<file path="src/rtl/io_uart_tx_peripheral.sv">
// Memory-mapped 8N1 UART transmitter with a small TX FIFO.
// Registers: TXDATA (push byte) and STATUS (count/ovf/busy/empty/full).
`timescale 1ns/1ps
module io_uart_tx_peripheral #(
   parameter int          INPUT_CLOCK_RATE = 33_333_333,
   parameter int          BAUD_RATE        = 19_200,
   parameter logic [31:0] BASE_ADDRESS     = 32'h00007f40,
   parameter int          FIFO_DEPTH       = 4
) (
   input  logic        clk,
   input  logic        rst,
   input  logic [31:0] address,
   input  logic        MemWrite,
   input  logic        MemRead,
   input  logic [31:0] io_memory_write,
   output logic [31:0] io_memory_read,
   output logic        valid_io_read,
   output logic        RsRx,
   output logic        tx_busy
);
   localparam int RAW_DIV  = INPUT_CLOCK_RATE / BAUD_RATE;
   localparam int BAUD_DIV = (RAW_DIV < 2) ? 2 : RAW_DIV;
   localparam int CW       = $clog2(BAUD_DIV);
   localparam int AW       = $clog2(FIFO_DEPTH);
   localparam int NW       = AW + 1;

   localparam logic [1:0] S_IDLE  = 2'd0;
   localparam logic [1:0] S_START = 2'd1;
   localparam logic [1:0] S_DATA  = 2'd2;
   localparam logic [1:0] S_STOP  = 2'd3;

   logic [1:0]    state;
   logic [CW-1:0] baud_cnt;
   logic [2:0]    idx;
   logic [7:0]    shift;
   logic [7:0]    mem [FIFO_DEPTH];
   logic [AW-1:0] wptr;
   logic [AW-1:0] rptr;
   logic [NW-1:0] count;
   logic          ovf;

   logic       hit;
   logic [1:0] sel;
   logic       wr_tx;
   logic       wr_st;
   logic       empty;
   logic       full;
   logic       baud_end;
   logic       pop;
   logic       push;
   logic       drop;
   logic [31:0] status;

   assign hit      = (address[31:4] == BASE_ADDRESS[31:4]);
   assign sel      = address[3:2];
   assign wr_tx    = MemWrite && hit && (sel == 2'd0);
   assign wr_st    = MemWrite && hit && (sel == 2'd1);
   assign empty    = (count == '0);
   assign full     = (count == NW'(FIFO_DEPTH));
   assign baud_end = (baud_cnt == CW'(BAUD_DIV - 1));
   assign tx_busy  = (state != S_IDLE);

   // Pop only at frame boundaries so a new frame starts with no idle gap.
   assign pop  = !empty && ((state == S_IDLE) || (state == S_STOP && baud_end));
   assign push = wr_tx && (!full || pop);
   assign drop = wr_tx && full && !pop;

   assign status = {24'b0, 4'(count), ovf, tx_busy, empty, full};

   always_ff @(posedge clk) begin
      if (push) mem[wptr] <= io_memory_write[7:0];
   end

   always_ff @(posedge clk or posedge rst) begin
      if (rst) begin
         wptr  <= '0;
         rptr  <= '0;
         count <= '0;
         ovf   <= 1'b0;
      end else begin
         if (push) wptr <= wptr + AW'(1);
         if (pop)  rptr <= rptr + AW'(1);
         if (push && !pop)      count <= count + NW'(1);
         else if (pop && !push) count <= count - NW'(1);
         if (drop)       ovf <= 1'b1;
         else if (wr_st) ovf <= 1'b0;
      end
   end

   always_ff @(posedge clk or posedge rst) begin
      if (rst) begin
         state    <= S_IDLE;
         baud_cnt <= '0;
         idx      <= '0;
         shift    <= '0;
         RsRx     <= 1'b1;
      end else if (state == S_IDLE) begin
         baud_cnt <= '0;
         if (pop) begin
            state <= S_START;
            shift <= mem[rptr];
            RsRx  <= 1'b0;
         end
      end else if (!baud_end) begin
         baud_cnt <= baud_cnt + CW'(1);
      end else begin
         baud_cnt <= '0;
         case (state)
            S_START: begin
               state <= S_DATA;
               idx   <= '0;
               RsRx  <= shift[0];
            end
            S_DATA: begin
               if (idx == 3'd7) begin
                  state <= S_STOP;
                  RsRx  <= 1'b1;
               end else begin
                  idx   <= idx + 3'd1;
                  RsRx  <= shift[1];
                  shift <= shift >> 1;
               end
            end
            default: begin
               if (pop) begin
                  state <= S_START;
                  shift <= mem[rptr];
                  RsRx  <= 1'b0;
               end else begin
                  state <= S_IDLE;
                  RsRx  <= 1'b1;
               end
            end
         endcase
      end
   end

   // Read data reflects state before any same-cycle write takes effect.
   always_ff @(posedge clk or posedge rst) begin
      if (rst) begin
         io_memory_read <= '0;
         valid_io_read  <= 1'b0;
      end else begin
         valid_io_read <= MemRead && hit;
         if (MemRead && hit && sel == 2'd1) io_memory_read <= status;
         else                               io_memory_read <= '0;
      end
   end
endmodule

</file>
<file path="config.mk">
export PLATFORM = sky130hd
export DESIGN_NAME = io_uart_tx_peripheral
export DESIGN_NICKNAME = d
export VERILOG_FILES = /design/src/rtl/io_uart_tx_peripheral.sv
export SDC_FILE = /design/constraint.sdc
export NUM_CORES = 1
export LEC_CHECK = 0
export CAP_MARGIN = 20
export CORE_MARGIN = 2
export CORE_UTILIZATION = 42
export CTS_BUF_LIST = sky130_fd_sc_hd__clkbuf_8
export CTS_CLUSTER_DIAMETER = 120
export DETAILED_ROUTE_END_ITERATION = 16
export GPL_ROUTABILITY_DRIVEN = 0
export PLACE_DENSITY_LB_ADDON = 0.1
export SYNTH_ARGS = -nofsm -noshare
export SYNTH_HDL_FRONTEND = slang
export SYNTH_SLANG_ARGS = --single-unit
</file>
<file path="constraint.sdc">
create_clock -name clk -period 2.5 [get_ports clk]
set_input_delay 0.75 -clock clk [delete_from_list [all_inputs] [get_ports clk]]
set_output_delay 0.75 -clock clk [all_outputs]
set_load 0.03 [all_outputs]
</file>
==> reports/summary.md <==
The run gives 3 as the total number of H-tree levels. The logic gate share of total power came out at 6.2%. For the maximum clock rate, the log shows 410 MHz. The category of the most critical setup path was primary input to register.

The transition time of the tightest slew-check pin works out to 0.519 ns. The aggregate global-route resource usage was 15.2%; the final-report hold violation count was 0. After detailed routing, the average wire length per cell comes to 14.2 um. The endpoint identified for the worst register-to-register timing path is count[1]$_DFFE_PP0P_. The final design utilization is 56.9%, and the overall routed net length is 6700 um.

The first-pass GRT wire length was 11,500 um. The maximum clock insertion buffer count is 2, and the share of the cycle needed by the critical path after routing is 97.5%. The tools report the CTS sink count as 73. For the worst setup path, the data required time is 2.76 ns. Counting tap cells, the placed design contains a total of 449 instances.

Summing the areas of all and, or, nand and nor instances in the mapped netlist gives 14.1% of the synthesized area. The max-cap violation count came out at 0. The first TritonRoute pass finished after 4 iterations. The flow ran to the end, and the final reports show no timing, DRC or antenna violations. The portion of synthesized area spent on multiplexers is 10.6%. Measured along the y axis, the die boundary spans 97.0 um. The number of DRC violations after detailed routing is 0, and the number of hold buffers added after CTS is 0. Internal power comes to 0.00178 W. The average instance in the mapped netlist occupies 13.3 um2. Setup violations remaining at the end of the flow were counted as 0. Of the total power, registers draw 53.1%.

After synthesis, the netlist uses 56 different library cells. The run gives 445 as the layout net count. Across all layers, the routed design uses 2,310 vias.

Synthesis produced 272 cells. In this run, synthesis inferred 32 flip-flops with an integrated enable. The run gives 0 as the number of antenna violations at the first check in global routing.

Sum of overflow across all layers after global routing: 0. The root buffer cell chosen for the clock tree is sky130_fd_sc_hd__clkbuf_8. The worst-skew pair later-pin latency came out at 0.35 ns.

The worst register-to-register path begins at state[1]$_DFFE_PP0P_. The number of max-slew violations in the final report came out at 0. The largest family of logic cells by synthesized area is simple AND/OR/NAND/NOR gates.

The number of CTS-inserted buffers is 9, and the post-synthesis instance area is 3630 um2. After legalization and detailed placement, the total HPWL measured 4970 um. The logs give 0.000570 W for the switching power and 2,372 for the number of global-route vias before repair. The tools report the first element of the critical path as address[20].

The logs give 0 for the post-detailed-route count of antenna-violating nets and 0 for the antenna diode count. The initial utilization of the core area, before any placement, comes to 43.8%. OpenSTA, run right after detailed placement, puts the worst setup slack at -0.618 ns. Leakage component of the power: 1.95 nW. Proportion of register bits with asynchronous set or reset after synthesis: 56.2%. TritonCTS built the clock tree. The register area share after synthesis was 54.8%; the setup slack of the most critical reg-to-reg path was 0.08 ns.

The most used flip-flop cell after synthesis was sky130_fd_sc_hd__dfrtp_1. The worst setup path is captured at a register. STA classifies the critical path startpoint as a primary input.

The worst-case setup margin in the final layout is 0.0634 ns, and the maximum number of pins on one net before global-route repair is 42. On the final layout, the worst clock skew is 0.0142 ns. The post-synthesis to final-layout area growth works out to 29.9%. During synthesis, Yosys emitted a total of 0 warnings. The ratio of routed vias to standard cells is 4.88, and the total power after layout is 0.00235 W.

The width of the die is 97.0 um. The die area was 9410 um2. In this run the standard cell core region covers 8300 um2. Clock input transition at the sequential cells of the worst setup and hold paths: 0.08 ns. The adder-cell share of the synthesized area was 5.03%. The share of power burned in the clock network was 40.6%; the maximum net fanout on the critical path was 2. Power density normalized to cell area: 499 nW/um2.

The finished layout holds 473 standard cells, fillers aside. The tools report the largest vdd supply drop as 407 uV. The critical path data arrival time was 2.69 ns. Synthesis inferred 73 register bits. Port buffering added 51 buffers.

The post-layout minimum cycle time works out to 2.44 ns. The worst hold path belongs to the class register to register. The cell count of the worst reg-to-reg path was 9; the fraction of the mapped netlist area in compound gates was 4.72%.

The worst pin sits at a relative slew slack of 65.4%. The most critical setup path has its endpoint at count[2]$_DFFE_PP0P_. The total I/O pin count is 103, and the fraction of layout cells with a size suffix above 1 is 30.2%. After the first detailed-routing iteration, the DRC count stood at 70.

After Yosys synthesis, XOR and XNOR cells account for 3.62% of the synthesized area. In this run switching power makes up 24.2% of total power. For the number of standard-cell rows in the floorplan, the log shows 33.
## cells by family after synthesis
group,Yosys count
AND/OR/NAND/NOR,82
flip-flops,73
other,1
buffers and inverters,41
adder cells (fa/ha/maj),14
multiplexers,26
AO/OA/AOI/OAI,20
XOR/XNOR,15
## flip-flops by register name (all words and copies together) (netlist names)
signal,flops
RsRx,1
baud_cnt,11
count,3
idx,3
io_memory_read,7
mem,32
ovf,1
rptr,2
shift,8
state,2
valid_io_read,1
wptr,2
## critical path: stages
cell and delay [ns]:
sky130_fd_sc_hd__dlygate4sd2_1 0.25, sky130_fd_sc_hd__nor4_4 0.28, sky130_fd_sc_hd__and3_4 0.25, sky130_fd_sc_hd__nand3_4 0.08
sky130_fd_sc_hd__nor2_4 0.13, sky130_fd_sc_hd__ha_4 0.14, sky130_fd_sc_hd__inv_2 0.04, sky130_fd_sc_hd__fa_2 0.32
sky130_fd_sc_hd__xor2_1 0.14, sky130_fd_sc_hd__nor2_1 0.14, sky130_fd_sc_hd__xor2_1 0.17
## routing by layer
metal | vias to the layer above | track usage (%) | wire length, um | share of wire, %
li1 | 1128 | - | - | -
met1 | 1128 | 20.2 | 3050 | 46
met2 | 48 | 24.6 | 3330 | 50
met3 | 6 | 3.97 | 252 | 3.8
met4 | 0 | 4.55 | 61 | 0.91
met5 | - | 0 | 0 | 0
## cell usage in the layout, fill, tap and decap left out, drive strengths merged, types with 13 or more instances in the layout
cell type,n
buf,35
conb,25
ha,13
inv,15
nor2,16
clkdlybuf4s50,22
clkbuf,15
edfxtp,32
dlygate4sd2,16
dfrtp,40
mux2,17
## power groups by stage
stage          clock, W  combinational [W]  sequential, W
6_report       0.000957           0.000147        0.00125
5_1_grt         0.00104           0.000159        0.00125
4_1_cts        0.000986           0.000148        0.00125
3_5_place_dp          0           0.000160        0.00128
3_3_place_gp          0           0.000157        0.00128
2_1_floorplan         0           0.000100        0.00128
## worst min path at each step
stage | startpoint | to | slack [ns] | cells after the start
3_5_place_dp | idx[0]$_DFFE_PP0P_ | idx[0]$_DFFE_PP0P_ | 0.48 | 1
5_1_grt | idx[0]$_DFFE_PP0P_ | idx[0]$_DFFE_PP0P_ | 0.51 | 1
4_1_cts | idx[0]$_DFFE_PP0P_ | idx[0]$_DFFE_PP0P_ | 0.49 | 1
2_1_floorplan | baud_cnt[0]$_DFF_PP0_ | baud_cnt[0]$_DFF_PP0_ | 0.45 | 1
6_report | idx[0]$_DFFE_PP0P_ | idx[0]$_DFFE_PP0P_ | 0.49 | 1
3_3_place_gp | baud_cnt[0]$_DFF_PP0_ | baud_cnt[0]$_DFF_PP0_ | 0.47 | 1
## stage by stage
stage          hold slack, ns  area [um2]  TNS (ns)
3_5_place_dp            0.482        4460     -8.88
6_report                0.485        4720         0
5_1_grt                 0.512        4720   -0.0165
2_1_floorplan           0.448        3830    -0.131
3_3_place_gp            0.470        4460     -8.48
4_1_cts                 0.493        4690  -0.00912
## timing repair
action	CTS	global route
pin swaps	14	14
setup endpoints to repair	3	3
setup buffers	6	2
resized for setup	40	17
## cell type report
type | instances | area, um2
Clock buffer | 9 | 124
Clock inverter | 7 | 82.6
Fill cell | 721 | 3580
Inverter | 11 | 41.3
Multi-Input combinational cell | 182 | 1630
Sequential cell | 73 | 1990
Tap cell | 105 | 131
Timing Repair Buffer | 86 | 723
## cells in the mapped netlist (all sizes together), types with 8 or more instances
master,number,area [um2]
mux2,17,195
mux4,8,180
xor2,9,78.8
inv,11,41.3
nand2,8,30.0
edfxtp,32,961
buf,28,209
nand3,8,40.0
nor2,16,60.1
dfrtp,40,1000
ha,13,163
Note: power is estimated with default switching activity, not from simulation.
